===== src/rtl/dcache_pkg.sv =====
// dcache_pkg: shared widths and FSM state type for the data cache controller
package dcache_pkg;
    localparam int ADDR_W         = 10;
    localparam int NUM_LINES      = 16;
    localparam int WORDS_PER_LINE = 4;
    localparam int WORD_W         = 32;
    localparam int OFF_W          = $clog2(WORDS_PER_LINE);
    localparam int IDX_W          = $clog2(NUM_LINES);
    localparam int TAG_W          = ADDR_W - IDX_W - OFF_W;
    localparam int LINE_W         = WORD_W * WORDS_PER_LINE;
    typedef enum logic [1:0] {IDLE, READ_WAIT, WRITE_WAIT} state_t;
endpackage


===== src/rtl/dcache_line_array.sv =====
// dcache_line_array: valid/tag/data storage with one read, one line-write and one word-write port
module dcache_line_array #(
    parameter int NUM_LINES      = 16,
    parameter int WORDS_PER_LINE = 4,
    parameter int TAG_BITS       = 4
) (
    input  logic                              clk,
    input  logic                              rst,
    input  logic [$clog2(NUM_LINES)-1:0]      i_rd_idx,
    output logic                              o_rd_valid,
    output logic [TAG_BITS-1:0]               o_rd_tag,
    output logic [32*WORDS_PER_LINE-1:0]      o_rd_line,
    input  logic                              i_line_we,
    input  logic [$clog2(NUM_LINES)-1:0]      i_line_idx,
    input  logic [TAG_BITS-1:0]               i_line_tag,
    input  logic [32*WORDS_PER_LINE-1:0]      i_line_data,
    input  logic                              i_word_we,
    input  logic [$clog2(NUM_LINES)-1:0]      i_word_idx,
    input  logic [$clog2(WORDS_PER_LINE)-1:0] i_word_off,
    input  logic [31:0]                       i_word_data
);
    import dcache_pkg::*;

    logic [NUM_LINES-1:0]            r_valid;
    logic [TAG_BITS-1:0]             r_tag  [NUM_LINES];
    logic [32*WORDS_PER_LINE-1:0]    r_data [NUM_LINES];

    assign o_rd_valid = r_valid[i_rd_idx];
    assign o_rd_tag   = r_tag[i_rd_idx];
    assign o_rd_line  = r_data[i_rd_idx];

    // valid bits: cleared by reset, set when a fill lands
    always_ff @(posedge clk) begin
        if (rst) r_valid <= '0;
        else if (i_line_we) r_valid[i_line_idx] <= 1'b1;
    end

    // tag/data storage needs no reset; a fill rewrites the whole line, a store patches one word
    always_ff @(posedge clk) begin
        if (i_line_we) begin
            r_tag[i_line_idx]  <= i_line_tag;
            r_data[i_line_idx] <= i_line_data;
        end else if (i_word_we) begin
            r_data[i_word_idx][i_word_off*WORD_W +: WORD_W] <= i_word_data;
        end
    end
endmodule


===== src/rtl/dcache_controller.sv =====
// dcache_controller: direct-mapped, write-through, no-write-allocate data cache FSM
module dcache_controller #(
    parameter int ADDR_W         = 10,
    parameter int NUM_LINES      = 16,
    parameter int WORDS_PER_LINE = 4
) (
    input  logic                         clk,
    input  logic                         rst,
    input  logic                         memread,
    input  logic                         memwrite,
    input  logic [ADDR_W-1:0]            addr,
    input  logic [31:0]                  wdata,
    output logic [31:0]                  rdata,
    output logic                         stall,
    output logic                         mem_rd,
    output logic                         mem_wr,
    output logic [ADDR_W-1:0]            mem_addr,
    output logic [31:0]                  mem_wdata,
    input  logic [32*WORDS_PER_LINE-1:0] mem_rdata,
    input  logic                         mem_ready
);
    import dcache_pkg::*;

    localparam int OFF_BITS  = $clog2(WORDS_PER_LINE);
    localparam int IDX_BITS  = $clog2(NUM_LINES);
    localparam int TAG_BITS  = ADDR_W - IDX_BITS - OFF_BITS;
    localparam int LINE_BITS = WORD_W * WORDS_PER_LINE;

    state_t                r_state;
    state_t                w_next;
    logic [OFF_BITS-1:0]   w_off;
    logic [IDX_BITS-1:0]   w_idx;
    logic [TAG_BITS-1:0]   w_tag;
    logic                  w_valid;
    logic [TAG_BITS-1:0]   w_rd_tag;
    logic [LINE_BITS-1:0]  w_rd_line;
    logic                  w_hit;
    logic                  w_line_we;
    logic                  w_word_we;

    assign w_off     = addr[OFF_BITS-1:0];
    assign w_idx     = addr[OFF_BITS +: IDX_BITS];
    assign w_tag     = addr[ADDR_W-1 -: TAG_BITS];
    assign w_hit     = w_valid && (w_rd_tag == w_tag);
    assign mem_wdata = wdata;

    dcache_line_array #(
        .NUM_LINES      (NUM_LINES),
        .WORDS_PER_LINE (WORDS_PER_LINE),
        .TAG_BITS       (TAG_BITS)
    ) u_array (
        .clk         (clk),
        .rst         (rst),
        .i_rd_idx    (w_idx),
        .o_rd_valid  (w_valid),
        .o_rd_tag    (w_rd_tag),
        .o_rd_line   (w_rd_line),
        .i_line_we   (w_line_we),
        .i_line_idx  (w_idx),
        .i_line_tag  (w_tag),
        .i_line_data (mem_rdata),
        .i_word_we   (w_word_we),
        .i_word_idx  (w_idx),
        .i_word_off  (w_off),
        .i_word_data (wdata)
    );

    // state register; reset aborts any outstanding memory access
    always_ff @(posedge clk) begin
        if (rst) r_state <= IDLE;
        else r_state <= w_next;
    end

    // next state and outputs; everything is held quiet while reset is asserted
    always_comb begin
        w_next    = r_state;
        stall     = 1'b0;
        mem_rd    = 1'b0;
        mem_wr    = 1'b0;
        mem_addr  = '0;
        rdata     = '0;
        w_line_we = 1'b0;
        w_word_we = 1'b0;
        if (!rst) begin
            case (r_state)
                IDLE: begin
                    if (memwrite) begin
                        stall  = 1'b1;
                        w_next = WRITE_WAIT;
                    end else if (memread) begin
                        stall  = !w_hit;
                        rdata  = w_hit ? w_rd_line[w_off*WORD_W +: WORD_W] : '0;
                        w_next = w_hit ? IDLE : READ_WAIT;
                    end
                end
                READ_WAIT: begin
                    mem_rd    = 1'b1;
                    mem_addr  = {addr[ADDR_W-1:OFF_BITS], {OFF_BITS{1'b0}}};
                    stall     = !mem_ready;
                    w_line_we = mem_ready;
                    rdata     = mem_ready ? mem_rdata[w_off*WORD_W +: WORD_W] : '0;
                    w_next    = mem_ready ? IDLE : READ_WAIT;
                end
                WRITE_WAIT: begin
                    mem_wr    = 1'b1;
                    mem_addr  = addr;
                    stall     = !mem_ready;
                    w_word_we = mem_ready && w_hit;
                    w_next    = mem_ready ? IDLE : WRITE_WAIT;
                end
                default: w_next = IDLE;
            endcase
        end
    end
endmodule

===== config.mk =====
export PLATFORM = sky130hd
export DESIGN_NAME = dcache_controller
export DESIGN_NICKNAME = d
export VERILOG_FILES = /design/src/rtl/dcache_pkg.sv /design/src/rtl/dcache_line_array.sv /design/src/rtl/dcache_controller.sv
export SDC_FILE = /design/constraint.sdc
export NUM_CORES = 2
export LEC_CHECK = 0
export BUFFER_PORTS_ARGS = -buffer_cell sky130_fd_sc_hd__buf_4
export CORE_MARGIN = 3
export CORE_UTILIZATION = 40
export CTS_BUF_LIST = sky130_fd_sc_hd__clkbuf_2 sky130_fd_sc_hd__clkbuf_4 sky130_fd_sc_hd__clkbuf_8
export DETAILED_ROUTE_END_ITERATION = 8
export MAX_ROUTING_LAYER = met4
export SETUP_SLACK_MARGIN = 0.02
export SLEW_MARGIN = 20
export SYNTH_ARGS = -nofsm -noshare
export SYNTH_HDL_FRONTEND = slang
export SYNTH_SLANG_ARGS = --single-unit

===== constraint.sdc =====
create_clock -name clk -period 7.45 [get_ports clk]
set_input_delay 0.745 -clock clk [delete_from_list [all_inputs] [get_ports clk]]
set_output_delay 0.745 -clock clk [all_outputs]
set_load 0.02 [all_outputs]

==> out/results.txt <==
Initial antenna violation count: 23
Dpl cell area: 90900 sq um
Worst slew pin tran: 1.26 ns
Yosys warnings: 0
Nets: 4559
Commonest non-fill, non-tap cell in the layout: edfxtp_1
Chip width: 466 microns
Synth async-reset ratio: 0
Power per cell area: 251 nW/um^2
Die area: 217000 sq um
Total wire length: 258000 microns
Max_cap viols: 0
Critical path fanouts, max: 85
Syn Nets: 4061
HPWL after detailed placement: 159000 microns
Post-route DRC: 0
Worst setup SP type: input pin
Detailed-route vias per instance: 5.95
Worst Setup SP: addr[2]
Synth area leaders: edfxtp_1, mux4_2, nor2_1
Port bufs: 251
Initial Util: 0.403
GR Util All Layers: 0.243
P_leak: 0.0309 uW
CP endpoint kind: output pin
Minimum clock period after layout: 5.70 ns
Layout cells sized above 1: 0.379
Share of the synthesized area in the top cell type: 0.749
WL per Instance: 34.7 microns
CTS tree: yes
Final Hold Fails: 0
Fmax: 175 MHz
Number of vias in the routed layout: 44300
Via count of the first global-routing pass: 43600
CTS-repair resized insts: 0
Core area: 210000 sq um
Area leader, netlist: edfxtp_1
Clock skew: 0.0831 ns
Critical hold path startpoint: memwrite
Most frequent cells in the layout: edfxtp_1, mux4_2, buf_4
Worst vdd ir: 222 uV
RD Place Congestion: 0.976
Unique masters post-synth: 42
Area Growth Syn to Fin: 15.3%
Register area share after synthesis: 0.753
Main flop type after synthesis: edfxtp_1
TritonCTS Sinks: 2130
Overall Power: 24500 uW
Slew Limit Headroom: 0.159
Post-DRT Antenna Nets: 0
Worst Path Class, Setup: in -> out
Post-synthesis mux area share: 0.185
Clock transition at path regs: 0.06 ns
TNS Setup: 0 ns
Post-synth EDFFs: 2112
CTS Buffer Depth: 4
H-tree levels: 5
FF-to-FF Start: r_state[1]
Status: finished, final reports clean
Die Ht: 466 microns
Period utilization: 0.765
Average cell area after synthesis: 21.8 sq um
First-pass DRT Iterations: 8
CTS buffer count: 358
Largest family of logic cells by synthesized area: multiplexers
First-pass GRT wire length: 355000 microns
Fin area: 97700 sq um
Hold crit path type: in -> reg
RSZ-0062 raised after global routing: no
Largest net degree at the start of global routing: 138
Synth Area in Simple Gates: 0.0202
Synth Register Bits: 2130
Post-synthesis adder-cell area fraction: 0.00133
Final setup vio count: 0
Number of post-CTS setup repair buffers: 0
Syn Std Cell Area: 84700 sq um
Final Slew Violations: 0
XOR/XNOR Fraction of Synth Area: 0.000207
Critical Path AT: 4.96 ns
Root buffer cell: clkbuf_8
Worst EP required: 6.70 ns
Gr ovfl total: 0
Num ports: 252
Synth Instances: 3877
Compound-Gate Fraction of Synth Area: 0.0207
Initial DRC count: 5932
Rows: 168
Worst skew pair latency: 1.06 ns
## registers in the layout, indices dropped and copies added, names as in the netlist
register and count:
u_array.r_tag 64, r_state 2, u_array.r_data 2048, u_array.r_valid 16
## Yosys cell counts (all sizes together), types with 3 or more instances
cell type,number
edfxtp,2112
mux4,686
nor2,158
clkbuf,134
o21ai,129
buf,127
inv,118
nand3,108
nand2,80
a22o,65
a21o,32
dfxtp,18
o22ai,18
and2,13
mux2i,10
ha,9
nor2b,9
mux2,8
nand4,6
nand2b,4
nor3,4
nor3b,4
a2111oi,3
a22oi,3
## report_power, final
group / total (uW) / internal, uW / switching, uW
logic: 1550 / 571 / 979
registers: 13200 / 13200 / 3.96
clock network: 9810 / 5260 / 4550
## path summary, 6_finish.rpt
check | end | slack [ns] | depth (start not counted)
max | rdata[22] | 1.75 | 9
min | r_state[1] | 0.12 | 5
max reg2reg | u_array.r_data[6][123] | 2.98 | 7
min reg2reg | u_array.r_valid[5] | 0.48 | 2
## per-layer routing
metal	vias to the layer above	share of wire	track usage
met5	-	0	-
met4	0	0.068	0.142
met3	670	0.084	0.0471
met2	2488	0.47	0.358
met1	23900	0.38	0.317
li1	17300	-	-
## worst max-delay path, cell delays in order
cell,delay [ns]
buf_8,0.53
buf_12,0.65
buf_4,0.72
mux4_2,0.60
mux4_2,0.48
a22o_1,0.30
nor2_1,0.37
o21ai_0,0.17
buf_4,0.19
## repair_timing
action	CTS	global route
hold buffers	1	0
setup endpoints to repair	0	0
hold endpoints to repair	1	0
## logic make-up (layout without fill, tap and decap cells)
group                    count (synthesis)  in the layout
other                                    0             22
AND/OR/NAND/NOR                        389            389
buffers and inverters                  379           1127
flip-flops                            2130           2130
adder cells (fa/ha/maj)                  9              9
XOR/XNOR                                 2              2
AO/OA/AOI/OAI                          264            264
multiplexers                           704            704
## final cells by class
| type | instances | area (sq um) |
|---|---|---|
| flip-flops and latches | 2130 | 63800 |
| inverters | 118 | 443 |
| fillers | 17400 | 112000 |
| clock buffers | 463 | 5770 |
| diodes | 22 | 55.1 |
| clock inverters | 147 | 816 |
| repair buffers | 399 | 3220 |
| multi-input cells | 1368 | 20100 |
| well taps | 2805 | 3510 |
## through the flow
stage	hold slack [ns]	worst slack [ns]	utilization	std cells
floorplan	0.449	2.62	-	3877
global placement	0.463	1.69	0.432	6812
detailed placement	0.463	1.75	0.433	6817
CTS	0.0210	1.71	0.464	7428
global route	0.0841	1.52	0.465	7446
finish	0.122	1.75	0.465	7452
No activity file was read; power rests on OpenSTA's default activity.
